## src/rtl/uart_tx_fifo.sv

```systemverilog
// uart_tx_fifo: buffered 8N1 UART transmitter; a small byte FIFO feeds an LSB-first serialiser on U_TX.
module uart_tx_fifo #(
    parameter int CLKS_PER_BIT = 2604,
    parameter int FIFO_DEPTH = 4,
    parameter int AW = 2
) (
    input  logic          CLK,
    input  logic          RST,
    input  logic [7:0]    IN_DATA,
    input  logic          IN_VALID,
    output logic          IN_READY,
    output logic [AW:0]   LEVEL,
    output logic          BUSY,
    output logic          U_TX
);
    localparam int BW = $clog2(CLKS_PER_BIT);
    localparam int LW = AW + 1;
    localparam logic [BW-1:0] BMAX = BW'(CLKS_PER_BIT - 1);
    localparam logic [LW-1:0] FULL = LW'(FIFO_DEPTH);

    typedef enum logic [1:0] {IDLE, START, DATA, STOP} state_t;

    state_t          state_q;
    logic [7:0]      mem_q [FIFO_DEPTH];
    logic [AW-1:0]   wptr_q, rptr_q;
    logic [LW-1:0]   count_q, count_d;
    logic [BW-1:0]   bcnt_q;
    logic [2:0]      bidx_q;
    logic [7:0]      shift_q;
    logic            tx_q;
    logic            push, pop, bit_end;

    assign IN_READY = !RST && (count_q != FULL);
    assign push     = IN_VALID && IN_READY;
    assign bit_end  = bcnt_q == BMAX;
    // A pop happens when idle or at the last cycle of a stop bit, giving gapless back-to-back frames
    assign pop      = (count_q != '0) && (state_q == IDLE || (state_q == STOP && bit_end));
    assign count_d  = count_q + LW'(push) - LW'(pop);
    assign LEVEL    = count_q;
    assign BUSY     = state_q != IDLE;
    assign U_TX     = tx_q;

    always_ff @(posedge CLK) begin
        if (push) mem_q[wptr_q] <= IN_DATA;
    end

    always_ff @(posedge CLK) begin
        if (RST) begin
            state_q <= IDLE;
            wptr_q  <= '0;
            rptr_q  <= '0;
            count_q <= '0;
            bcnt_q  <= '0;
            bidx_q  <= '0;
            shift_q <= '0;
            tx_q    <= 1'b1;
        end else begin
            count_q <= count_d;
            if (push) wptr_q <= wptr_q + 1'b1;
            if (pop) begin
                rptr_q  <= rptr_q + 1'b1;
                shift_q <= mem_q[rptr_q];
            end
            bcnt_q <= (state_q == IDLE || bit_end) ? '0 : bcnt_q + 1'b1;
            case (state_q)
                IDLE: if (pop) begin
                    tx_q    <= 1'b0;
                    state_q <= START;
                end
                START: if (bit_end) begin
                    tx_q    <= shift_q[0];
                    shift_q <= shift_q >> 1;
                    bidx_q  <= '0;
                    state_q <= DATA;
                end
                DATA: if (bit_end) begin
                    if (bidx_q == 3'd7) begin
                        tx_q    <= 1'b1;
                        state_q <= STOP;
                    end else begin
                        tx_q    <= shift_q[0];
                        shift_q <= shift_q >> 1;
                        bidx_q  <= bidx_q + 3'd1;
                    end
                end
                STOP: if (bit_end) begin
                    tx_q    <= !pop;
                    state_q <= pop ? START : IDLE;
                end
                default: state_q <= IDLE;
            endcase
        end
    end
endmodule

```

## config.mk

```make
export PLATFORM = sky130hd
export DESIGN_NAME = uart_tx_fifo
export DESIGN_NICKNAME = d
export VERILOG_FILES = /design/src/rtl/uart_tx_fifo.sv
export SDC_FILE = /design/constraint.sdc
export NUM_CORES = 1
export LEC_CHECK = 0
export CORE_ASPECT_RATIO = 0.75
export CORE_MARGIN = 2
export CORE_UTILIZATION = 53
export CTS_CLUSTER_SIZE = 16
export DETAILED_ROUTE_END_ITERATION = 6
export PLACE_DENSITY = 0.83
export SKIP_LAST_GASP = 1
export SLEW_MARGIN = 20
export SYNTH_ARGS = -nofsm -noshare
export SYNTH_HDL_FRONTEND = slang
export SYNTH_SLANG_ARGS = --single-unit
```

## constraint.sdc

```tcl
create_clock -name CLK -period 2.35 [get_ports CLK]
set_input_delay 0.3525 -clock CLK [delete_from_list [all_inputs] [get_ports CLK]]
set_output_delay 0.3525 -clock CLK [all_outputs]
set_load 0.02 [all_outputs]
```

# == Word level (Yosys, flattened, before mapping) ==
# Memories as Yosys holds them, arrays and structs flattened. A register that Yosys moved wholly into a read port is not among the register bits.
# Cells that the tools add are included.
# word_totals
mem_count,1
input_bits,11
regBits,33
elab_cells,69
mem_bits_rw,32
out_inout_bits,6
# classes
n_reduce_logical,16
add_sub_neg,6
mux,26
n_eq_ne,12
# memory_table
name,depth,width,read_ports,rd_ports_with_merged_regs,wr,line,rtl
mem_q,4,8,1,1,1,24,logic [7:0] mem_q [FIFO_DEPTH];
# op_table
op,count
8-bit 2-to-1 mux,4
8-bit case mux with 2 select lines,1
2-bit 2-to-1 mux,7
12-bit by 1-bit adder with 12-bit output (second input constant),1
12-bit == test (second input constant),1
2-bit inequality test (second input constant),6
3-bit 2-to-1 mux,3
1-bit 2-to-1 mux,8
2-bit case mux with 4 select lines,1
4-bit AND reduction,2
3-bit case mux with 2 select lines,1
5-bit AND reduction,1
2-bit by 1-bit adder with 2-bit output (second input constant),2
2-bit == test (second input constant),2
1-bit logical AND,4
1-bit case mux with 4 select lines,1
2-bit nonzero test,2
3-bit by 1-bit adder with 3-bit output,1
3-bit by 1-bit adder with 3-bit output (second input constant),1
3-bit == test (second input constant),1
3-bit inequality test (second input constant),1
3-bit nonzero test,1
3-bit by 1-bit subtractor with 3-bit output,1
2-bit by 1-bit == test with 1-bit output (second input constant),1
other kinds (4),6

# == Depth between registers and ports, before layout ==
# logic_depth
word_depth,8
depth_mapped,12
depth_no_buf,11

# == Least setup slack after synthesis ==
# Ideal clock, no wire load.
# synth_path
path_kind,input port to flip-flop
from,input port RST
to,"register count_q[2], in the netlist LEVEL[2]"
t_required_ps,2222
setup_slack_ps,-327
arrival_ps,2549
path_stages,11
n_path_buf,1
setup_ps,128
path_cell_list,clkbuf_1 > a21oi_1 > and2_1 > inv_1 > ha_1 > inv_1 > ha_1 > fa_1 > xnor2_1 > xnor2_1 > nor2_1
# synth_between
elab_chain_cells,5
# synth_rtl
element,line,rtl
"start, declared",8,"input logic RST,"
1-bit zero test,33,assign IN_READY = !RST && (count_q != FULL);
1-bit logical AND,33,
named net IN_READY,11,"output logic IN_READY,"
1-bit logical AND,34,assign push = IN_VALID && IN_READY;
3-bit by 1-bit adder with 3-bit output,38,assign count_d = count_q + LW'(push) - LW'(pop);
3-bit by 1-bit subtractor with 3-bit output,38,
"end signal, assigned",58,count_q <= count_d;
"end, declared",26,"logic [LW-1:0] count_q, count_d;"
# The timed path passes the listed nets, and every way through them passes these cells.
# A chain may end at the register's enable or synchronous reset.

# == Worst setup path after layout ==
# layout_path
from,register bcnt_q[1]
to,"register count_q[2], in the netlist LEVEL[2]"
# layout_between
elab_chain_cells,5
# layout_rtl
element,line,rtl
"start, declared",27,logic [BW-1:0] bcnt_q;
"start signal, assigned",64,bcnt_q <= (state_q == IDLE || bit_end) ? '0 : bcnt_q + 1'b1;
12-bit == test,35,assign bit_end = bcnt_q == BMAX;
1-bit logical AND,37,assign pop = (count_q != '0) && (state_q == IDLE || (state_q == STOP && bit_end));
1-bit logical OR,37,
1-bit logical AND,37,
3-bit by 1-bit subtractor with 3-bit output,38,
# No other way between the ends.

==> summary.txt <==
Run status
  • Outcome: finished clean

Critical path
  • Startpoint Class: flip-flop
  • Worst R2R Setup Slack: about 4.2 ps
  • Crit Path Max Fanout: 2
  • Slowest stage delay, CP: 350 ps
  • RR Endpoint: LEVEL[2]
  • CP startpoint: bcnt_q[1]
  • Critical Path Sink Type: flip-flop
  • Critical Path AT: 2570 ps
  • CP required: ~2600 ps
  • CP Cell Sequence: ha_4, and4bb_1, a41o_1, and2b_2, ha_4, inv_2, ha_4, fa_2, xnor2_2, xnor2_1, nor2_1
  • CP Class: reg2reg
  • Worst setup endpoint: LEVEL[2]
  • Reg2Reg Launch Point: bcnt_q[1]
  • R2r worst-path depth: 11
  • Most frequent CP cell: ha_4
  • CP max-delay cell: fa_2

Placed design
  • IO buf count: 16
  • Placement Setup Slack: -121.0 ps
  • Placement Cell Area: ~0.0033 mm^2
  • RD Place Congestion: 0.7414
  • Final HPWL DP: between 3000 and 4000 um

CTS
  • Longest Clk Path Bufs: 2
  • CTS clock-pin slew for the worst setup and hold paths: about 80 ps
  • TritonCTS clock tree: yes
  • Total number of clock tree sinks: 67
  • Num CTS Buffers: 9
  • Clk Latency, worst-skew pair: 340 ps
  • CTS H-Tree Depth: 3
  • Root Buffer: clkbuf_8
  • Setup bufs post-CTS: 0

Routing
  • Initial DRC count: just under 90
  • Post-route ant nets: 0
  • Total number of vias: between 1.5k and 2k
  • Wirelength per Cell: 14.65 um
  • # DRC: 0
  • DR vias/cell: 5.212
  • Routed WL: approximately 5100 um
  • Iteration count of the initial detailed-routing pass: 4

Pwr
  • Net Sw Frac: between 30% and 40%
  • Leak pwr: 0.001305 uW
  • Total power: 3844 uW
  • Seq pwr share: 40.1%
  • Cell Int Power: about 2600 uW
  • Pwr dens: around 1100 mW/mm^2
  • Comb power frac: approximately a third
  • Clock Power Share: 28.3%
  • VDD IR-drop max: 0.0004994 V
  • Psw: 1207 uW

Floorplanning
  • Initial Util: between 50% and 60%
  • Die height: 67.97 um
  • Die Footprint: a little over 0.006 mm^2
  • Core box area: about 0.0053 mm^2
  • Rows: 23
  • Total I/O pin count: 17
  • Die X: ~90 um

Yosys
  • Asr flop ratio synth: 0%
  • Yosys cell types: 36
  • Post-synthesis mux area share: ~9.7%
  • Ys flop type: dfxtp_1
  • Mapped Area: 0.002892 mm^2
  • Post-Synthesis Cells: between 200 and 250
  • Number of synthesized flops with an enable pin: 32
  • Syn Area/Cell: ~13 um^2
  • XOR/XNOR Fraction of Synth Area: under 10%
  • Adder-Cell Fraction of Synth Area: under 10%
  • Yosys reg bits: 67
  • Synth Area in Compound Gates: ~6.0%
  • Largest family of logic cells by synthesized area: simple AND/OR/NAND/NOR gates
  • Synth warn: 0
  • Synthesized Nets: 253
  • Synth Area in Simple Gates: 12.16%
  • Sequential share of the synthesized area: between 50% and 60%

STA
  • Final WS setup: 4.202 ps
  • RSZ-0062 raised after global routing: yes
  • Relative slew slack: between 60% and 70%
  • Tcrit/Tclk final: between 90 and 100%
  • Minimum clock period: around 2300 ps
  • Final setup violation count: 0
  • Min Hold Slack: approximately 470 ps
  • Worst Max-Slew Pin Slew: around 550 ps
  • Count of pins over their slew limit: 0
  • Skew final: approximately 6.9 ps
  • Hold Vio Cnt, Final: 0
  • Final setup TNS: 0 ps
  • Max frequency: about 430 MHz

Global route
  • Vias in the first global route: ~1.8k
  • Global-route wire length before repair: between 8000 and 9000 um
  • Initial antenna violation count: 0
  • Largest net degree at the start of global routing: 19
  • Gr ovfl total: 0
  • Tot GR Track Use: a little under 20%

Cells and area
  • ANT cells: 0
  • # nets final: 291
  • Fin area: between 0.003 and 0.004 mm^2
  • Share of layout cells above drive strength 1: approximately 22%
  • Layout area overhead: 22.11%

Hold path
  • Min-delay worst type: reg2reg

Job
  • MaxCap Viol Count: 0
[timing repair]
action | CTS | global route
endpoints found under the setup margin | 1 | 1
pin swaps | 4 | 0
gates cloned | 0 | 0
gates resized for setup | 1 | 1
hold buffers | 0 | 0
[through the flow]
step                      utilization [%]  instances
after global placement              62.26        329
after global routing                66.68        345
after detailed placement            62.26        329
final                               66.68        345
after CTS                           66.66        345
after floorplan                         -        227
[state kept, by name (all words and copies together) (netlist names), named ones only]
name,count
bidx_q,3
rptr_q,2
bcnt_q,12
state_q,2
mem_q,32
LEVEL,3
wptr_q,2
U_TX,1
shift_q,8
[how the worst min path moves through the flow]
stage,startpoint,endpoint,slack [ps],depth (start not counted)
after floorplan,bcnt_q[0],bcnt_q[0],430,1
after global placement,shift_q[7],shift_q[6],440,1
final,shift_q[6],shift_q[5],470,1
after detailed placement,shift_q[7],shift_q[6],450,1
after CTS,shift_q[6],shift_q[5],470,1
after global routing,shift_q[7],shift_q[6],490,1
[synth_stat cells, types with 3 or more instances]
cell / n / share of area (%)
dfxtp_1: 35 / 24
edfxtp_1: 32 / 33
nor2_1: 31 / 4.0
ha_1: 14 / 6.1
inv_1: 13 / 1.7
mux2i_1: 10 / 3.5
xnor2_1: 10 / 3.0
nand2_1: 9 / 1.2
and3_1: 8 / 1.7
mux4_2: 8 / 6.2
a21oi_1: 7 / 1.2
o2bb2ai_1: 7 / 2.1
xor2_1: 5 / 1.5
and2_1: 3 / 0.65
buf_6: 3 / 1.2
nand3_1: 3 / 0.52
nor2b_1: 3 / 0.65
o31ai_1: 3 / 0.78
[critical path, delay by kind of cell (launching register included)]
| kind | cells | cell delay, ps |
|---|---|---|
| AO/OA/AOI/OAI | 1 | 210 |
| buffers and inverters | 1 | 30 |
| flip-flops | 1 | 340 |
| adder cells (fa/ha/maj) | 4 | 900 |
| AND/OR/NAND/NOR | 3 | 480 |
| XOR/XNOR | 2 | 280 |
[placed cells by master (no fill, tap or decap), types with 2 or more instances in the layout]
cell type	synthesis	routed
xor2_1	5	5
buf_4	0	18
inv_1	13	12
mux2i_1	10	10
clkdlybuf4s50_1	0	16
nor3b_1	2	2
mux4_2	8	8
a21oi_1	7	6
dfxtp_2	0	5
a22oi_1	2	2
o2bb2ai_1	7	7
dfxtp_1	35	30
and3_1	8	8
inv_8	0	2
o31ai_1	3	3
nand3_1	3	3
edfxtp_1	32	32
bufinv_16	0	2
xnor2_1	10	9
nand2_1	9	9
nor3_1	2	2
ha_1	14	10
and2_1	3	3
clkbuf_8	0	9
nor2_1	31	31
o21ai_1	2	2
ha_4	0	3
nor2b_1	3	3
[layout make-up]
class	instances	area, um^2
sequential	67	1668
timing repair buffer	34	295.3
inverter	13	48.80
tap	75	93.84
clock buffer	9	123.9
fill	402	1764
multi-input combinational	140	1194
clock inverter	7	107.6
[routing by layer]
layer | wire length (um) | vias to the layer above | global-route usage [%]
met2 | 2403 | 34 | 30.83
met4 | 37 | 0 | 5.410
li1 | - | 884 | -
met1 | 2370 | 876 | 24.69
met5 | 0 | - | 0
met3 | 244 | 4 | 8.082
[kinds of logic after synthesis]
logic type                 after synthesis
muxes                                   18
and+or+nand+nor                         68
buffers and inverters                   20
xor gates and xnor gates                15
AOI/OAI and AO/OA                       24
adders and majority gates               15
DFF                                     67
[power groups by stage]
stage / clock network (uW) / registers [uW] / logic [uW]
6_report: 1090 / 1540 / 1210
3_5_place_dp: 0 / 1560 / 1210
4_1_cts: 1110 / 1540 / 1230
3_3_place_gp: 0 / 1550 / 1170
2_1_floorplan: 0 / 1530 / 896
5_1_grt: 1160 / 1570 / 1360
Note: power is estimated with default switching activity, not from simulation.
